==> src/rtl/ir_fetch.sv <==
// Instruction-fetch responder: fetches a word at pc_addr over req/ack, holds it in
// the instruction register for a valid/ready consumer, then steps or loads the PC.
module ir_fetch #(
    parameter int unsigned AW     = 13,
    parameter int unsigned DW     = 16,
    parameter logic [2:0]  OP_HLT = 3'b000,
    parameter logic [2:0]  OP_JZ  = 3'b110,
    parameter logic [2:0]  OP_JMP = 3'b111
) (
    input  logic          clock,
    input  logic          rst_n,
    input  logic [AW-1:0] pc_addr,
    output logic [AW-1:0] mem_addr,
    output logic          mem_req,
    input  logic          mem_ack,
    input  logic [DW-1:0] mem_data,
    output logic [DW-1:0] ir,
    output logic          ir_valid,
    input  logic          ir_ready,
    input  logic          zero_flag,
    output logic          load,
    output logic [AW-1:0] ir_addr,
    output logic          pc_step,
    output logic          halted
);

    typedef enum logic [1:0] {
        S_FETCH,
        S_ISSUE,
        S_STEP,
        S_HALT
    } state_t;

    state_t        r_state;
    state_t        w_state_nxt;

    logic          r_mem_req;
    logic [DW-1:0] r_ir;
    logic          r_ir_valid;
    logic          r_load;
    logic          r_pc_step;
    logic [AW-1:0] r_ir_addr;
    logic          r_halted;

    logic          w_mem_req_nxt;
    logic [DW-1:0] w_ir_nxt;
    logic          w_ir_valid_nxt;
    logic          w_load_nxt;
    logic          w_pc_step_nxt;
    logic [AW-1:0] w_ir_addr_nxt;
    logic          w_halted_nxt;

    logic [2:0]    w_opcode;
    logic          w_fetch_done;
    logic          w_issue_done;
    logic          w_take_jump;

    assign w_opcode     = r_ir[DW-1:DW-3];
    // An ack only counts while a request is actually outstanding.
    assign w_fetch_done = (r_state == S_FETCH) && r_mem_req && mem_ack;
    assign w_issue_done = (r_state == S_ISSUE) && ir_ready;
    assign w_take_jump  = (w_opcode == OP_JMP) || ((w_opcode == OP_JZ) && zero_flag);

    always_ff @(posedge clock or negedge rst_n) begin
        if (!rst_n) begin
            r_state    <= S_FETCH;
            r_mem_req  <= 1'b0;
            r_ir       <= '0;
            r_ir_valid <= 1'b0;
            r_load     <= 1'b0;
            r_pc_step  <= 1'b0;
            r_ir_addr  <= '0;
            r_halted   <= 1'b0;
        end else begin
            r_state    <= w_state_nxt;
            r_mem_req  <= w_mem_req_nxt;
            r_ir       <= w_ir_nxt;
            r_ir_valid <= w_ir_valid_nxt;
            r_load     <= w_load_nxt;
            r_pc_step  <= w_pc_step_nxt;
            r_ir_addr  <= w_ir_addr_nxt;
            r_halted   <= w_halted_nxt;
        end
    end

    always_comb begin
        w_state_nxt = r_state;
        unique case (r_state)
            S_FETCH: if (w_fetch_done) w_state_nxt = S_ISSUE;
            S_ISSUE: if (w_issue_done) w_state_nxt = S_STEP;
            S_STEP:  w_state_nxt = (w_opcode == OP_HLT) ? S_HALT : S_FETCH;
            S_HALT:  w_state_nxt = S_HALT;
            default: w_state_nxt = S_FETCH;
        endcase
    end

    // Strobes default low so each lasts exactly one cycle; everything else holds.
    always_comb begin
        w_mem_req_nxt  = r_mem_req;
        w_ir_nxt       = r_ir;
        w_ir_valid_nxt = r_ir_valid;
        w_load_nxt     = 1'b0;
        w_pc_step_nxt  = 1'b0;
        w_ir_addr_nxt  = r_ir_addr;
        w_halted_nxt   = r_halted;
        unique case (r_state)
            S_FETCH: begin
                if (w_fetch_done) begin
                    w_ir_nxt       = mem_data;
                    w_mem_req_nxt  = 1'b0;
                    w_ir_valid_nxt = 1'b1;
                end else begin
                    w_mem_req_nxt  = 1'b1;
                end
            end
            S_ISSUE: begin
                if (w_issue_done) begin
                    w_ir_valid_nxt = 1'b0;
                    if (w_opcode != OP_HLT) begin
                        if (w_take_jump) begin
                            w_load_nxt    = 1'b1;
                            w_ir_addr_nxt = r_ir[AW-1:0];
                        end else begin
                            w_pc_step_nxt = 1'b1;
                        end
                    end
                end
            end
            S_STEP: begin
                if (w_opcode == OP_HLT) begin
                    w_halted_nxt  = 1'b1;
                end else begin
                    w_mem_req_nxt = 1'b1;
                end
            end
            S_HALT: begin
                w_mem_req_nxt = 1'b0;
            end
            default: begin
                w_mem_req_nxt = 1'b0;
            end
        endcase
    end

    assign mem_addr = pc_addr;
    assign mem_req  = r_mem_req;
    assign ir       = r_ir;
    assign ir_valid = r_ir_valid;
    assign load     = r_load;
    assign pc_step  = r_pc_step;
    assign ir_addr  = r_ir_addr;
    assign halted   = r_halted;

endmodule
==> config.mk <==
export PLATFORM = sky130hd
export DESIGN_NAME = ir_fetch
export DESIGN_NICKNAME = d
export VERILOG_FILES = /design/src/rtl/ir_fetch.sv
export SDC_FILE = /design/constraint.sdc
export NUM_CORES = 1
export LEC_CHECK = 0
export CORE_ASPECT_RATIO = 0.7
export CORE_MARGIN = 2
export CORE_UTILIZATION = 28
export DETAILED_ROUTE_END_ITERATION = 8
export DONT_BUFFER_PORTS = 1
export GPL_TIMING_DRIVEN = 0
export HOLD_SLACK_MARGIN = 0.02
export SLEW_MARGIN = 20
export SYNTH_ARGS = -nofsm -noshare
export SYNTH_HDL_FRONTEND = slang
export SYNTH_SLANG_ARGS = --single-unit
==> constraint.sdc <==
create_clock -name clock -period 3.8 [get_ports clock]
set_input_delay 0.76 -clock clock [delete_from_list [all_inputs] [get_ports clock]]
set_output_delay 0.76 -clock clock [all_outputs]
set_load 0.01 [all_outputs]
# ---- Yosys cells after proc, flatten, opt, wreduce, memory -nomap -nowiden
# Index checks and enable logic that the tools add are counted.
dict set report word_totals {
  ff_bits 36
  out_inout_bits 47
  elab_cells 50
  inputBits 34
}
dict set report op_classes {
  n_eq_ne 8
  reduce_logical 16
  n_mux 18
}
# op n
set op_table {}
lappend op_table {{$mux W1} 12}
lappend op_table {{$pmux W2 S4} 1}
lappend op_table {{$reduce_and A2 Y1} 4}
lappend op_table {{$eq A3 B3 Y1 const B} 2}
lappend op_table {{$mux W2} 3}
lappend op_table {{$ne A2 B2 Y1 const B} 3}
lappend op_table {{$reduce_bool A3 Y1} 2}
lappend op_table {{$eq A2 B2 Y1 const B} 2}
lappend op_table {{$logic_and A1 B1 Y1} 4}
lappend op_table {{$reduce_and A4 Y1} 1}
lappend op_table {{$logic_not A3 Y1} 1}
lappend op_table {{$pmux W1 S3} 1}
lappend op_table {{$reduce_and A3 Y1} 1}
lappend op_table {{$eq A2 B1 Y1 const B} 1}
lappend op_table {{$logic_not A2 Y1} 1}
lappend op_table {{$pmux W1 S2} 1}
lappend op_table {{$reduce_bool A2 Y1} 1}
lappend op_table {{$logic_or A1 B1 Y1} 1}

# ---- Longest topological paths before layout
dict set report depth {
  word_depth 7
  ltp_mapped 6
  depth_no_buf 3
}

# ---- Worst setup path before layout
# No wires, ideal clock.
dict set report synth_timing {
  path_kind {input to register}
  start {in zero_flag}
  end {reg r_ir_addr[10], in the netlist ir_addr[10]}
  path_stages 4
  t_arrival_ns 1.650
  n_path_buf 1
  setup_ns 0.127
  required_ns 3.673
  path_slack_ns 2.022
  cell_sequence {o211a_1 -> nor3b_4 -> buf_6 -> mux2_1}
}
dict set report synth_via {
  elab_chain_cells 3
}
# item line
set synth_rtl {}
lappend synth_rtl {{start: declaration} 20} ;# input logic zero_flag,
lappend synth_rtl {{$logic_and A1 B1 Y1} 62} ;# assign w_take_jump = (w_opcode == OP_JMP) || ((w_opcode == OP_JZ) && zero_flag);
lappend synth_rtl {{$logic_or A1 B1 Y1} 62}
lappend synth_rtl {{$reduce_and A4 Y1 (no line)} -}
lappend synth_rtl {{end signal: assignment} 81} ;# r_ir_addr <= w_ir_addr_nxt;
lappend synth_rtl {{end: declaration} 42} ;# logic [AW-1:0] r_ir_addr;
# No other way between the ends.
# A chain may end at the register's enable or synchronous reset.

# ---- Final worst setup path
dict set report layout_timing {
  start {reg r_ir[15], in the netlist ir[15]}
  end {reg r_ir_addr[11], in the netlist ir_addr[11]}
}
dict set report layout_via {
  elab_chain_cells 4
  elab_cells_between_ends 6
  cone_classes {2 x eq/ne; 4 x reduce/logical}
}
# item line
set layout_rtl {}
lappend layout_rtl {{start: declaration} 38} ;# logic [DW-1:0] r_ir;
lappend layout_rtl {{start signal: assignment} 77} ;# r_ir <= w_ir_nxt;
lappend layout_rtl {{$eq A3 B3 Y1} 62}
lappend layout_rtl {{$logic_and A1 B1 Y1} 62}
lappend layout_rtl {{$logic_or A1 B1 Y1} 62}
lappend layout_rtl {{$reduce_and A4 Y1 (no line) (*)} -}
# Every way passes the cells marked *; elsewhere a longest branch is shown, timed or not.

==> summary.txt <==
Detailed routing
  • Router iterations before antenna repair: 4
  • Drt wl/cell: around 16 um
  • Met3 Wirelength: ~180 um
  • WL final: 2.85 mm
  • 1st-iter DRT viols: 22
  • Remaining DRCs: 0
  • Post-route antenna net violation count: 0
  • Uppermost layer routed: met4
  • Met2 routed WL: around 1.5 mm
  • Via/cell ratio: 4.49
  • Total number of vias: 803
  • Met1 Wirelength: 1.17 mm

Clock tree
  • CTS Buf Count: 5
  • H-tree depth: 2
  • Hold_buf cts: 0
  • Post-CTS resize count: 0
  • Setup repair bufs after CTS: 0
  • Clk root buf: clkbuf_8
  • Maximum clock path buffer count: 2
  • CTS tree: built
  • Worst-skew pair later-pin latency: 0.28 ns
  • Clock-pin slew on the worst setup and hold paths: 0.07 ns
  • CTS Sinks: 36

Synthesis
  • Syn_nets: 133
  • Register area share after synthesis: 60.4%
  • Adder-cell share of the synthesized area: 0%
  • Cell Area, Synth: between 0.001 and 0.0015 mm^2
  • Synth unique cells: 20
  • Post-Synth XOR/XNOR Area: 0%
  • Yosys warnings: 0
  • Yosys reg bits: 36
  • Mapped Avg Cell Area: around 15 um^2
  • Synth Instances: 99
  • Largest family of logic cells by synthesized area: multiplexers
  • Compound-cell area share of the yosys netlist: 3.69%
  • Post-synthesis simple-gate area fraction: 4.45%
  • Mux cell area share after synthesis: 21.9%

Placement
  • Post-DP Area: 0.00158 mm^2
  • Port bufs: 0
  • DPL Wire Length: 2.13 mm
  • Setup WS pre-CTS: 1.81 ns
  • Placed cell count: 171
  • RePlAce Congestion: 0.739

Timing
  • Final setup fails: 0
  • Slew HR: 70.8%
  • Worst-Margin Slew: 0.434 ns
  • Final Cycle Share: between 40% and 50%
  • Worst hold slack: 0.166 ns
  • Setup TNS: 0 ns
  • Fmax: 0.588 GHz
  • Slew Limit Fails: 0
  • Min cycle time layout: 1.70 ns
  • Hold Vio Cnt, Final: 0
  • Worst setup margin: between 2 and 2.5 ns
  • Clock Skew: between 0.005 and 0.006 ns
  • RSZ-0062 raised after global routing: false

Worst setup path
  • CP Max Fanout: 10
  • Worst setup SP type: flop
  • Worst EP required: between 3 and 4 ns
  • Worst EP arrival: 1.86 ns
  • Crit Path Class: reg -> reg
  • CP Capture Type: flop

Global route
  • Largest net degree at the start of global routing: 37
  • First-pass GRT wire length: 4.62 mm
  • Initial antenna violation count: 0
  • Vias in the first global route: 904
  • GRT Resource Usage Total: 10.4%
  • Total grt overflow: 0

Worst hold path
  • Hold Crit Class: in -> async

Floorplan
  • Rows: 22
  • Core ar.: 0.00517 mm^2
  • Die Y-Extent: 65.1 um
  • Boundary pin count: 81
  • Die footprint: ~0.006 mm^2
  • Die W: 91.2 um
  • Initial core utilization: 28.8%

Cells and area
  • Area Growth Syn to Fin: 12.6%
  • # diodes: 0
  • Design Area, Final: 0.00168 mm^2
  • Layout Cells excl Fill: 179
  • Share of layout cells above drive strength 1: a little over two fifths
  • Fin nets: 140

Pwr
  • Leak: between 0.0008 and 0.0009 uW
  • Worst VDD drop: approximately 0.19 mV
  • Pwr/cell area: 405 mW/mm^2

Flow run
  • Max-Cap Viols: 0

Outcome
  • Status: finished clean
worst max-delay path, stage by stage (launching register included):
cell     delay (ns)
dfrtp_1        0.45
o211a_1        0.21
nor3b_4        0.35
buf_6          0.22
mux2_1         0.35
cell usage in the layout (no fill, tap or decap), drive strengths merged:
master	n
a21boi	1
a21o	1
a21oi	2
buf	17
clkbuf	6
clkinvlp	2
dfrtp	36
mux2	29
nand2	3
nand3b	1
nor3	2
nor3b	1
nor4bb	1
o211a	1
o21a	1
o21ai	1
o21bai	1
or2	1
metal layers:
metal	track usage, %	vias up
li1	-	342
met1	11.6	410
met2	17.8	46
met3	3.60	5
met4	5.11	0
met5	0	-
synth_stat cells:
| master | n | share of area [%] |
|---|---|---|
| nand2_1 | 2 | 0.50 |
| a21o_1 | 1 | 0.50 |
| nand3b_1 | 1 | 0.50 |
| o21a_1 | 1 | 0.50 |
| or2_2 | 1 | 0.42 |
| o211a_1 | 1 | 0.67 |
| buf_4 | 14 | 7.0 |
| o21bai_1 | 1 | 0.50 |
| mux2_2 | 18 | 14 |
| buf_8 | 1 | 1.0 |
| nor4bb_1 | 1 | 0.67 |
| a21boi_0 | 1 | 0.50 |
| buf_6 | 2 | 1.5 |
| nand2_2 | 1 | 0.42 |
| o21ai_0 | 1 | 0.34 |
| dfrtp_1 | 36 | 60 |
| nor3b_4 | 1 | 1.3 |
| a21oi_1 | 2 | 0.67 |
| mux2_1 | 11 | 8.3 |
| nor3_1 | 2 | 0.67 |
cell type report:
class,instances,area (um^2)
buffer,17,143
clock buffer,6,82.6
clock inverter,2,15.0
fill,517,3500
multi-input combinational,46,448
sequential,36,901
tap,72,90.1
state kept, by name, indices dropped and copies added, names as in the netlist:
register	cells
halted	1
mem_req	1
ir	16
r_state	2
ir_addr	13
ir_valid	1
load	1
pc_step	1
cells by family after synthesis:
kind of cell / after synthesis
flops: 36
mux: 29
buf+inv: 17
simple gates: 9
compound gates: 8
stage by stage:
stage                     utilization (%)  power (uW)
final                                32.4         680
after global routing                 32.4         720
after CTS                            32.4         696
after detailed placement             30.6         406
after global placement               30.6         407
after floorplan                         -         406
power by group:
group          internal (uW)  switching (uW)
registers                383               0
logic                   9.19            6.60
clock network            147             134
total                    539             141
worst paths after layout:
kind / end / cells past startpoint / slack, ns / from
worst min register to register: halted / 1 / 0.55 / halted
worst max register to register: ir_addr[11] / 4 / 2.10 / ir[15]
worst min-delay path: ir_addr[1] / 0 / 0.17 / rst_n
max in group asynchronous: ir[6] / 0 / 3.54 / rst_n
min in group clock: halted / 1 / 0.55 / halted
worst max-delay path: ir_addr[11] / 4 / 2.10 / ir[15]
Note: power is estimated with default switching activity, not from simulation.
